File: config.mk
export PLATFORM = sky130hd
export DESIGN_NAME = mem_port_arbiter_flat
export DESIGN_NICKNAME = d
export VERILOG_FILES = /design/src/rtl/mem_arb_pkg.sv /design/src/rtl/mem_port_arbiter_if.sv /design/src/rtl/mem_load_align.sv /design/src/rtl/mem_port_arbiter.sv /design/src/flat_wrapper.sv
export SDC_FILE = /design/constraint.sdc
export NUM_CORES = 1
export LEC_CHECK = 0
export ABC_AREA = 1
export CAP_MARGIN = 20
export CORE_MARGIN = 4
export CORE_UTILIZATION = 36
export DETAILED_ROUTE_END_ITERATION = 8
export GPL_TIMING_DRIVEN = 0
export PLACE_DENSITY = 0.95
export SLEW_MARGIN = 10
export SYNTH_ARGS = -nofsm -noshare
export SYNTH_HDL_FRONTEND = slang
export SYNTH_HIERARCHICAL = 1
export SYNTH_SLANG_ARGS = --single-unit
File: constraint.sdc
create_clock -name clk -period 3.8 [get_ports clk]
set_clock_uncertainty 0.15 [all_clocks]
set_input_delay 0.38 -clock clk [delete_from_list [all_inputs] [get_ports clk]]
set_output_delay 0.38 -clock clk [all_outputs]
set_load 0.005 [all_outputs]
File: src/rtl/mem_arb_pkg.sv
// Shared definitions for the memory port arbiter and future load/store units:
// funct3 size codes, byte-strobe generation and access legality.
package mem_arb_pkg;

  localparam logic [2:0] SZ_B  = 3'b000;
  localparam logic [2:0] SZ_H  = 3'b001;
  localparam logic [2:0] SZ_W  = 3'b010;
  localparam logic [2:0] SZ_BU = 3'b100;
  localparam logic [2:0] SZ_HU = 3'b101;

  // What the data port needs to remember about an accepted request
  typedef struct packed {
    logic       err;
    logic       load;
    logic [1:0] off;
    logic [2:0] size;
  } d_rsp_t;

  function automatic logic [3:0] byte_strobe(input logic [2:0] size, input logic [1:0] off);
    logic [3:0] strobe;
    case (size)
      SZ_B, SZ_BU: strobe = 4'b0001 << off;
      SZ_H, SZ_HU: strobe = 4'b0011 << off;
      SZ_W:        strobe = 4'b1111;
      default:     strobe = 4'b0000;
    endcase
    return strobe;
  endfunction

  // Misaligned, undefined size, or a store using an unsigned-load encoding
  function automatic logic access_err(input logic [2:0] size, input logic [1:0] off,
                                      input logic we);
    logic err;
    case (size)
      SZ_B:    err = 1'b0;
      SZ_BU:   err = we;
      SZ_H:    err = off[0];
      SZ_HU:   err = we | off[0];
      SZ_W:    err = |off;
      default: err = 1'b1;
    endcase
    return err;
  endfunction

endpackage

File: src/rtl/mem_port_arbiter_if.sv
// Core-side request/response ports plus the RAM port of the arbiter.
// slave is the arbiter's view; master is the core-plus-RAM side.
interface mem_port_arbiter_if #(
  parameter int ADDR_W = 14
);
  logic              if_req_valid;
  logic              if_req_ready;
  logic [ADDR_W-1:0] if_addr;
  logic              if_rsp_valid;
  logic [31:0]       if_rsp_data;

  logic              d_req_valid;
  logic              d_req_ready;
  logic              d_we;
  logic [2:0]        d_size;
  logic [ADDR_W-1:0] d_addr;
  logic [31:0]       d_wdata;
  logic              d_rsp_valid;
  logic [31:0]       d_rsp_data;
  logic              d_rsp_err;

  logic              mem_en;
  logic [3:0]        mem_we;
  logic [ADDR_W-3:0] mem_addr;
  logic [31:0]       mem_wdata;
  logic [31:0]       mem_rdata;

  modport slave (
    input  if_req_valid, if_addr, d_req_valid, d_we, d_size, d_addr, d_wdata, mem_rdata,
    output if_req_ready, if_rsp_valid, if_rsp_data,
    output d_req_ready, d_rsp_valid, d_rsp_data, d_rsp_err,
    output mem_en, mem_we, mem_addr, mem_wdata
  );

  modport master (
    output if_req_valid, if_addr, d_req_valid, d_we, d_size, d_addr, d_wdata, mem_rdata,
    input  if_req_ready, if_rsp_valid, if_rsp_data,
    input  d_req_ready, d_rsp_valid, d_rsp_data, d_rsp_err,
    input  mem_en, mem_we, mem_addr, mem_wdata
  );
endinterface

File: src/rtl/mem_load_align.sv
// Picks the byte/half/word of a RAM word at a byte offset and extends it
// according to the funct3 load size.
module mem_load_align
  import mem_arb_pkg::*;
(
  input  logic [31:0] word_i,
  input  logic [1:0]  off_i,
  input  logic [2:0]  size_i,
  output logic [31:0] data_o
);

  logic [7:0]  lane [4];
  logic [7:0]  byte_sel;
  logic [15:0] half_sel;

  for (genvar gi = 0; gi < 4; gi++) begin : g_lane
    assign lane[gi] = word_i[gi*8 +: 8];
  end

  assign byte_sel = lane[off_i];
  assign half_sel = off_i[1] ? word_i[31:16] : word_i[15:0];

  always_comb begin
    case (size_i)
      SZ_B:    data_o = {{24{byte_sel[7]}}, byte_sel};
      SZ_BU:   data_o = {24'h000000, byte_sel};
      SZ_H:    data_o = {{16{half_sel[15]}}, half_sel};
      SZ_HU:   data_o = {16'h0000, half_sel};
      default: data_o = word_i;
    endcase
  end

endmodule

File: src/rtl/mem_port_arbiter.sv
// Arbitrates instruction fetch and data load/store onto one single-ported RAM,
// steering store lanes and returning aligned load data one cycle later.
module mem_port_arbiter
  import mem_arb_pkg::*;
#(
  parameter int ADDR_W     = 14,
  parameter int STARVE_MAX = 4
) (
  input  logic                clk,
  input  logic                reset_n,
  mem_port_arbiter_if.slave   bus
);

  localparam int CNT_W = $clog2(STARVE_MAX + 1);

  logic             grant_if;
  logic             grant_d;
  logic             d_err;
  logic             starve_hit;
  logic [CNT_W-1:0] starve_q, starve_d;
  logic             if_pend_q;
  logic             d_pend_q;
  d_rsp_t           d_rsp_q, d_rsp_d;
  logic [31:0]      load_data;
  logic [7:0]       lane_wdata [4];
  logic             unused_fetch_lsbs;

  // Data normally wins; fetch is forced through once it has lost STARVE_MAX times in a row
  assign starve_hit = (starve_q == CNT_W'(STARVE_MAX));
  assign grant_if   = bus.if_req_valid && (!bus.d_req_valid || starve_hit);
  assign grant_d    = bus.d_req_valid && !grant_if;
  assign d_err      = access_err(bus.d_size, bus.d_addr[1:0], bus.d_we);

  assign bus.if_req_ready = grant_if;
  assign bus.d_req_ready  = grant_d;

  always_comb begin
    starve_d = '0;
    if (bus.if_req_valid && !grant_if)
      starve_d = starve_hit ? starve_q : starve_q + 1'b1;
  end

  assign d_rsp_d = '{err: d_err, load: !bus.d_we, off: bus.d_addr[1:0], size: bus.d_size};

  assign bus.mem_en   = grant_if || (grant_d && !d_err);
  assign bus.mem_addr = grant_if ? bus.if_addr[ADDR_W-1:2] : bus.d_addr[ADDR_W-1:2];
  assign bus.mem_we   = (grant_d && bus.d_we && !d_err) ? byte_strobe(bus.d_size, bus.d_addr[1:0])
                                                       : 4'b0000;

  for (genvar gi = 0; gi < 4; gi++) begin : g_wlane
    assign lane_wdata[gi] = (bus.d_size == SZ_W)                        ? bus.d_wdata[gi*8 +: 8] :
                            (bus.d_size == SZ_H || bus.d_size == SZ_HU) ? bus.d_wdata[(gi%2)*8 +: 8] :
                                                                          bus.d_wdata[7:0];
  end
  assign bus.mem_wdata = {lane_wdata[3], lane_wdata[2], lane_wdata[1], lane_wdata[0]};

  // Fetch addresses are word aligned by contract
  assign unused_fetch_lsbs = ^bus.if_addr[1:0];

  always_ff @(posedge clk) begin
    if (!reset_n) begin
      starve_q  <= '0;
      if_pend_q <= 1'b0;
      d_pend_q  <= 1'b0;
      d_rsp_q   <= '0;
    end else begin
      starve_q  <= starve_d;
      if_pend_q <= grant_if;
      d_pend_q  <= grant_d;
      d_rsp_q   <= d_rsp_d;
    end
  end

  mem_load_align u_load_align (
    .word_i (bus.mem_rdata),
    .off_i  (d_rsp_q.off),
    .size_i (d_rsp_q.size),
    .data_o (load_data)
  );

  // Gating with reset_n drops a response whose request was accepted just before reset
  assign bus.if_rsp_valid = if_pend_q && reset_n;
  assign bus.if_rsp_data  = bus.if_rsp_valid ? bus.mem_rdata : 32'h0;
  assign bus.d_rsp_valid  = d_pend_q && reset_n;
  assign bus.d_rsp_err    = bus.d_rsp_valid && d_rsp_q.err;
  assign bus.d_rsp_data   = (bus.d_rsp_valid && d_rsp_q.load && !d_rsp_q.err) ? load_data : 32'h0;

endmodule

File: src/flat_wrapper.sv
// flat-port wrapper written by rule: the top's interface ports become plain ports
module mem_port_arbiter_flat import mem_arb_pkg::*;
#(
  parameter int ADDR_W     = 14,
  parameter int STARVE_MAX = 4
)
  (clk, reset_n, bus_if_req_valid, bus_if_addr, bus_d_req_valid, bus_d_we, bus_d_size, bus_d_addr, bus_d_wdata, bus_mem_rdata, bus_if_req_ready, bus_if_rsp_valid, bus_if_rsp_data, bus_d_req_ready, bus_d_rsp_valid, bus_d_rsp_data, bus_d_rsp_err, bus_mem_en, bus_mem_we, bus_mem_addr, bus_mem_wdata);
  mem_port_arbiter_if #(.ADDR_W(ADDR_W)) bus_i ();
  input  logic clk;
  input  logic reset_n;
  input wire logic [$bits(bus_i.if_req_valid)-1:0] bus_if_req_valid;
  input wire logic [$bits(bus_i.if_addr)-1:0] bus_if_addr;
  input wire logic [$bits(bus_i.d_req_valid)-1:0] bus_d_req_valid;
  input wire logic [$bits(bus_i.d_we)-1:0] bus_d_we;
  input wire logic [$bits(bus_i.d_size)-1:0] bus_d_size;
  input wire logic [$bits(bus_i.d_addr)-1:0] bus_d_addr;
  input wire logic [$bits(bus_i.d_wdata)-1:0] bus_d_wdata;
  input wire logic [$bits(bus_i.mem_rdata)-1:0] bus_mem_rdata;
  output wire logic [$bits(bus_i.if_req_ready)-1:0] bus_if_req_ready;
  output wire logic [$bits(bus_i.if_rsp_valid)-1:0] bus_if_rsp_valid;
  output wire logic [$bits(bus_i.if_rsp_data)-1:0] bus_if_rsp_data;
  output wire logic [$bits(bus_i.d_req_ready)-1:0] bus_d_req_ready;
  output wire logic [$bits(bus_i.d_rsp_valid)-1:0] bus_d_rsp_valid;
  output wire logic [$bits(bus_i.d_rsp_data)-1:0] bus_d_rsp_data;
  output wire logic [$bits(bus_i.d_rsp_err)-1:0] bus_d_rsp_err;
  output wire logic [$bits(bus_i.mem_en)-1:0] bus_mem_en;
  output wire logic [$bits(bus_i.mem_we)-1:0] bus_mem_we;
  output wire logic [$bits(bus_i.mem_addr)-1:0] bus_mem_addr;
  output wire logic [$bits(bus_i.mem_wdata)-1:0] bus_mem_wdata;
  assign bus_i.if_req_valid = bus_if_req_valid;
  assign bus_i.if_addr = bus_if_addr;
  assign bus_i.d_req_valid = bus_d_req_valid;
  assign bus_i.d_we = bus_d_we;
  assign bus_i.d_size = bus_d_size;
  assign bus_i.d_addr = bus_d_addr;
  assign bus_i.d_wdata = bus_d_wdata;
  assign bus_i.mem_rdata = bus_mem_rdata;
  assign bus_if_req_ready = bus_i.if_req_ready;
  assign bus_if_rsp_valid = bus_i.if_rsp_valid;
  assign bus_if_rsp_data = bus_i.if_rsp_data;
  assign bus_d_req_ready = bus_i.d_req_ready;
  assign bus_d_rsp_valid = bus_i.d_rsp_valid;
  assign bus_d_rsp_data = bus_i.d_rsp_data;
  assign bus_d_rsp_err = bus_i.d_rsp_err;
  assign bus_mem_en = bus_i.mem_en;
  assign bus_mem_we = bus_i.mem_we;
  assign bus_mem_addr = bus_i.mem_addr;
  assign bus_mem_wdata = bus_i.mem_wdata;
  mem_port_arbiter #(.ADDR_W(ADDR_W), .STARVE_MAX(STARVE_MAX)) u_core (.clk(clk), .reset_n(reset_n), .bus(bus_i));
endmodule
==> results.sh <==
export IMPL_avgViaCountPerCell=4.656
export IMPL_synth_top_family_by_area="simple AND/OR/NAND/NOR gates"
export IMPL_port_buffers=214
export IMPL_internal_power_mw=0.4546
export IMPL_hold_path_cell_count=3
export IMPL_pin_count=218
export IMPL_wl_per_cell_um=13.46
export IMPL_switching_share_pct=35.52
export IMPL_fillers=588
export IMPL_max_stage_delay_ns=0.52
export IMPL_drt_iter0_markers=167
export IMPL_relSlewSlack_pct=76.38
export IMPL_finalSetupViolCount=0
export IMPL_ctsResizeCount=0
export IMPL_status="completed"
export IMPL_postCtsHoldBufs=0
export IMPL_synthAdderAreaFrac_pct=0.9648
export IMPL_yosysWarningCount=6
export IMPL_ys_seq_area_share_pct=9.262
export IMPL_netlist_area_leader_share_pct=23.73
export IMPL_synth_simple_gate_area_share_pct=55.28
export IMPL_die_area_um2=8627
export IMPL_critPathMaxFanout=10
export IMPL_die_h_um=92.88
export IMPL_clock_latency_ns=0.24
export IMPL_cts_sinks=12
export IMPL_arrival_ns=2.28
export IMPL_peakVddDrop_mv=0.1315
export IMPL_cts_tree="built"
export IMPL_p_leak_nw=2.605
export IMPL_netlist_area_um2=2594
export IMPL_layout_common_cells="clkdlybuf4s50_1 (214), nand2_1 (164), inv_1 (116)"
export IMPL_synth_compound_area_share_pct=8.008
export IMPL_netlist_top_cell_by_area="nand2_1"
export IMPL_core_region_area_um2=6907
export IMPL_ys_seq_elements=12
export IMPL_drtPass1Iterations=4
export IMPL_seqPwrFrac_pct=19.4
export IMPL_grt_max_degree=11
export IMPL_syn_avg_cell_area_um2=5.007
export IMPL_drtAntennaViolNets=0
export IMPL_timing_fmax_mhz=355.4
export IMPL_cts_clk_slew_worst_paths_ns=0.05
export IMPL_cts_setup_buffers=0
export IMPL_rows=30
export IMPL_required_ns=3.27
export IMPL_grt_pass1_wl_mm=17.57
export IMPL_setup_tns_ns=0
export IMPL_drive_gt1_share_pct=10.61
export IMPL_clock_path_buffers=2
export IMPL_place_congestion=0.9130
export IMPL_gr_usage_all_layers_pct=24.47
export IMPL_vias=3869
export IMPL_power_frac_comb_pct=64.8
export IMPL_finalWirelength_mm=11.18
export IMPL_synth_nets=620
export IMPL_period_share_pct=74.04
export IMPL_rsz0062_at_grt="false"
export IMPL_final_max_slew_viol_count=0
export IMPL_crit_cells=11
export IMPL_power_density_nw_per_um2=143.9
export IMPL_nets=839
export IMPL_cp_end_kind="primary output"
export IMPL_hpwl_mm=9.573
export IMPL_cp_slowest_cell="clkdlybuf4s50_1"
export IMPL_synth_area_leaders="nand2_1 (24%), inv_1 (17%), nor2_1 (13%), dfxtp_1 (9.3%), nand3_2 (8.9%)"
export IMPL_power_mw=0.7049
export IMPL_crit_family="buffers and inverters"
export IMPL_report_final_hold_viol_count=0
export IMPL_synth_cell_types=26
export IMPL_maxCapViolCount=0
export IMPL_critical_path_class="input pin to primary output"
export IMPL_htree_num_levels=1
export IMPL_first_global_vias=3947
export IMPL_crit_path_start_kind="input pin"
export IMPL_p_clk_share_pct=15.8
export IMPL_antenna_found_initial=0
export IMPL_syn2layout_area_growth_pct=88.81
export IMPL_final_common_cell="clkdlybuf4s50_1"
export IMPL_overflow=0
export IMPL_die_w_um=92.88
export IMPL_p_switching_mw=0.2504
export IMPL_drc=0
export IMPL_hold_path_class="input pin to flip-flop"
export IMPL_synthMuxAreaShare_pct=0
export IMPL_worst_pin_slew_ns=0.3506
export IMPL_cts_root_buf="clkbuf_8"
export IMPL_synth_xor_area_share_pct=0.3377
export IMPL_start_util_pct=37.55
export IMPL_critPathBufInv=5
export IMPL_crit_chain="clkdlybuf4s50_1 > inv_1 > nand2_1 > nand3_1 > nand2_1 > nand2_2 > buf_6 > nand3_2 > inv_1 > nor2_1 > clkdlybuf4s50_1"
export IMPL_n_antenna_cell=0
export IMPL_syn_inst=518
export IMPL_r2r_cells=9
export IMPL_layout_min_cycle_time_ns=2.814
export IMPL_cts_made_buffers=3
==> cells by family (layout without fill, tap and decap cells) <==
family	count (synthesis)	in the layout
buffers and inverters	152	369
AND/OR/NAND/NOR	319	319
XOR/XNOR	1	1
AO/OA/AOI/OAI	32	32
adder cells (fa/ha/maj)	2	2
flip-flops	12	12
==> routing by layer <==
layer	share of wire [%]	GRT usage, %
met5	0	0
met4	1.8	5.861
met3	10	7.230
met2	52	48.83
met1	36	24.32
==> final cells by class <==
type	instances	area, um2	area share, %
plain buffers	31	224.0	4.573
clock buffers	3	41.29	0.8431
inverters	121	454.2	9.274
multi-input cells	354	1675	34.21
flip-flops and latches	12	240.2	4.905
well taps	96	120.1	2.453
repair buffers	214	2142	43.74
==> final timing paths <==
kind	start	to	slack [ns]
max	bus_mem_rdata[31]	bus_d_rsp_data[14]	0.99
min	reset_n	u_core/d_rsp_q[1]$_SDFF_PN0_	0.28
max reg2reg	u_core/starve_q[0]$_SDFFE_PN0N_	u_core/if_pend_q$_SDFF_PN0_	2.32
min reg2reg	u_core/starve_q[0]$_SDFFE_PN0N_	u_core/starve_q[0]$_SDFFE_PN0N_	0.30
==> metrics by stage <==
| step | util (%) | cell area, um2 | hold WS (ns) | worst slack, ns | std cells |
|---|---|---|---|---|---|
| global placement | 70.31 | 4856 | 0.2770 | 1.006 | 828 |
| floorplan | - | 2594 | 0.2673 | 2.139 | 518 |
| CTS | 70.91 | 4897 | 0.2742 | 1.004 | 831 |
| finish | 70.91 | 4897 | 0.2784 | 0.9863 | 831 |
| detailed placement | 70.31 | 4856 | 0.2967 | 1.006 | 828 |
| global route | 70.91 | 4897 | 0.2958 | 0.8576 | 831 |
==> power groups by stage <==
stage,sequential [mW],combinational [mW],clock [mW]
after floorplan,0.138,0.197,0
after detailed placement,0.139,0.455,0
after global routing,0.138,0.498,0.121
after CTS,0.137,0.457,0.114
after global placement,0.139,0.443,0
final,0.137,0.457,0.111
==> Yosys cell counts, drive strengths merged <==
master,count
dfxtp,12
o21bai,1
nand2,167
a21oi,2
and2,1
o211ai,10
or2,3
nor3,3
ha,2
nor2,91
nand3,54
o21ai,19
buf,31
xor2,1
inv,121
==> worst min-delay path: stages <==
cell,delay [ns]
buf_2,0.14
nand2_1,0.06
inv_1,0.03
==> flip-flops by register name (all words and copies together) (netlist names) <==
name,flops
u_core/d_pend_q,1
u_core/d_rsp_q,7
u_core/starve_q,3
u_core/if_pend_q,1
No activity file was read; power rests on OpenSTA's default activity.
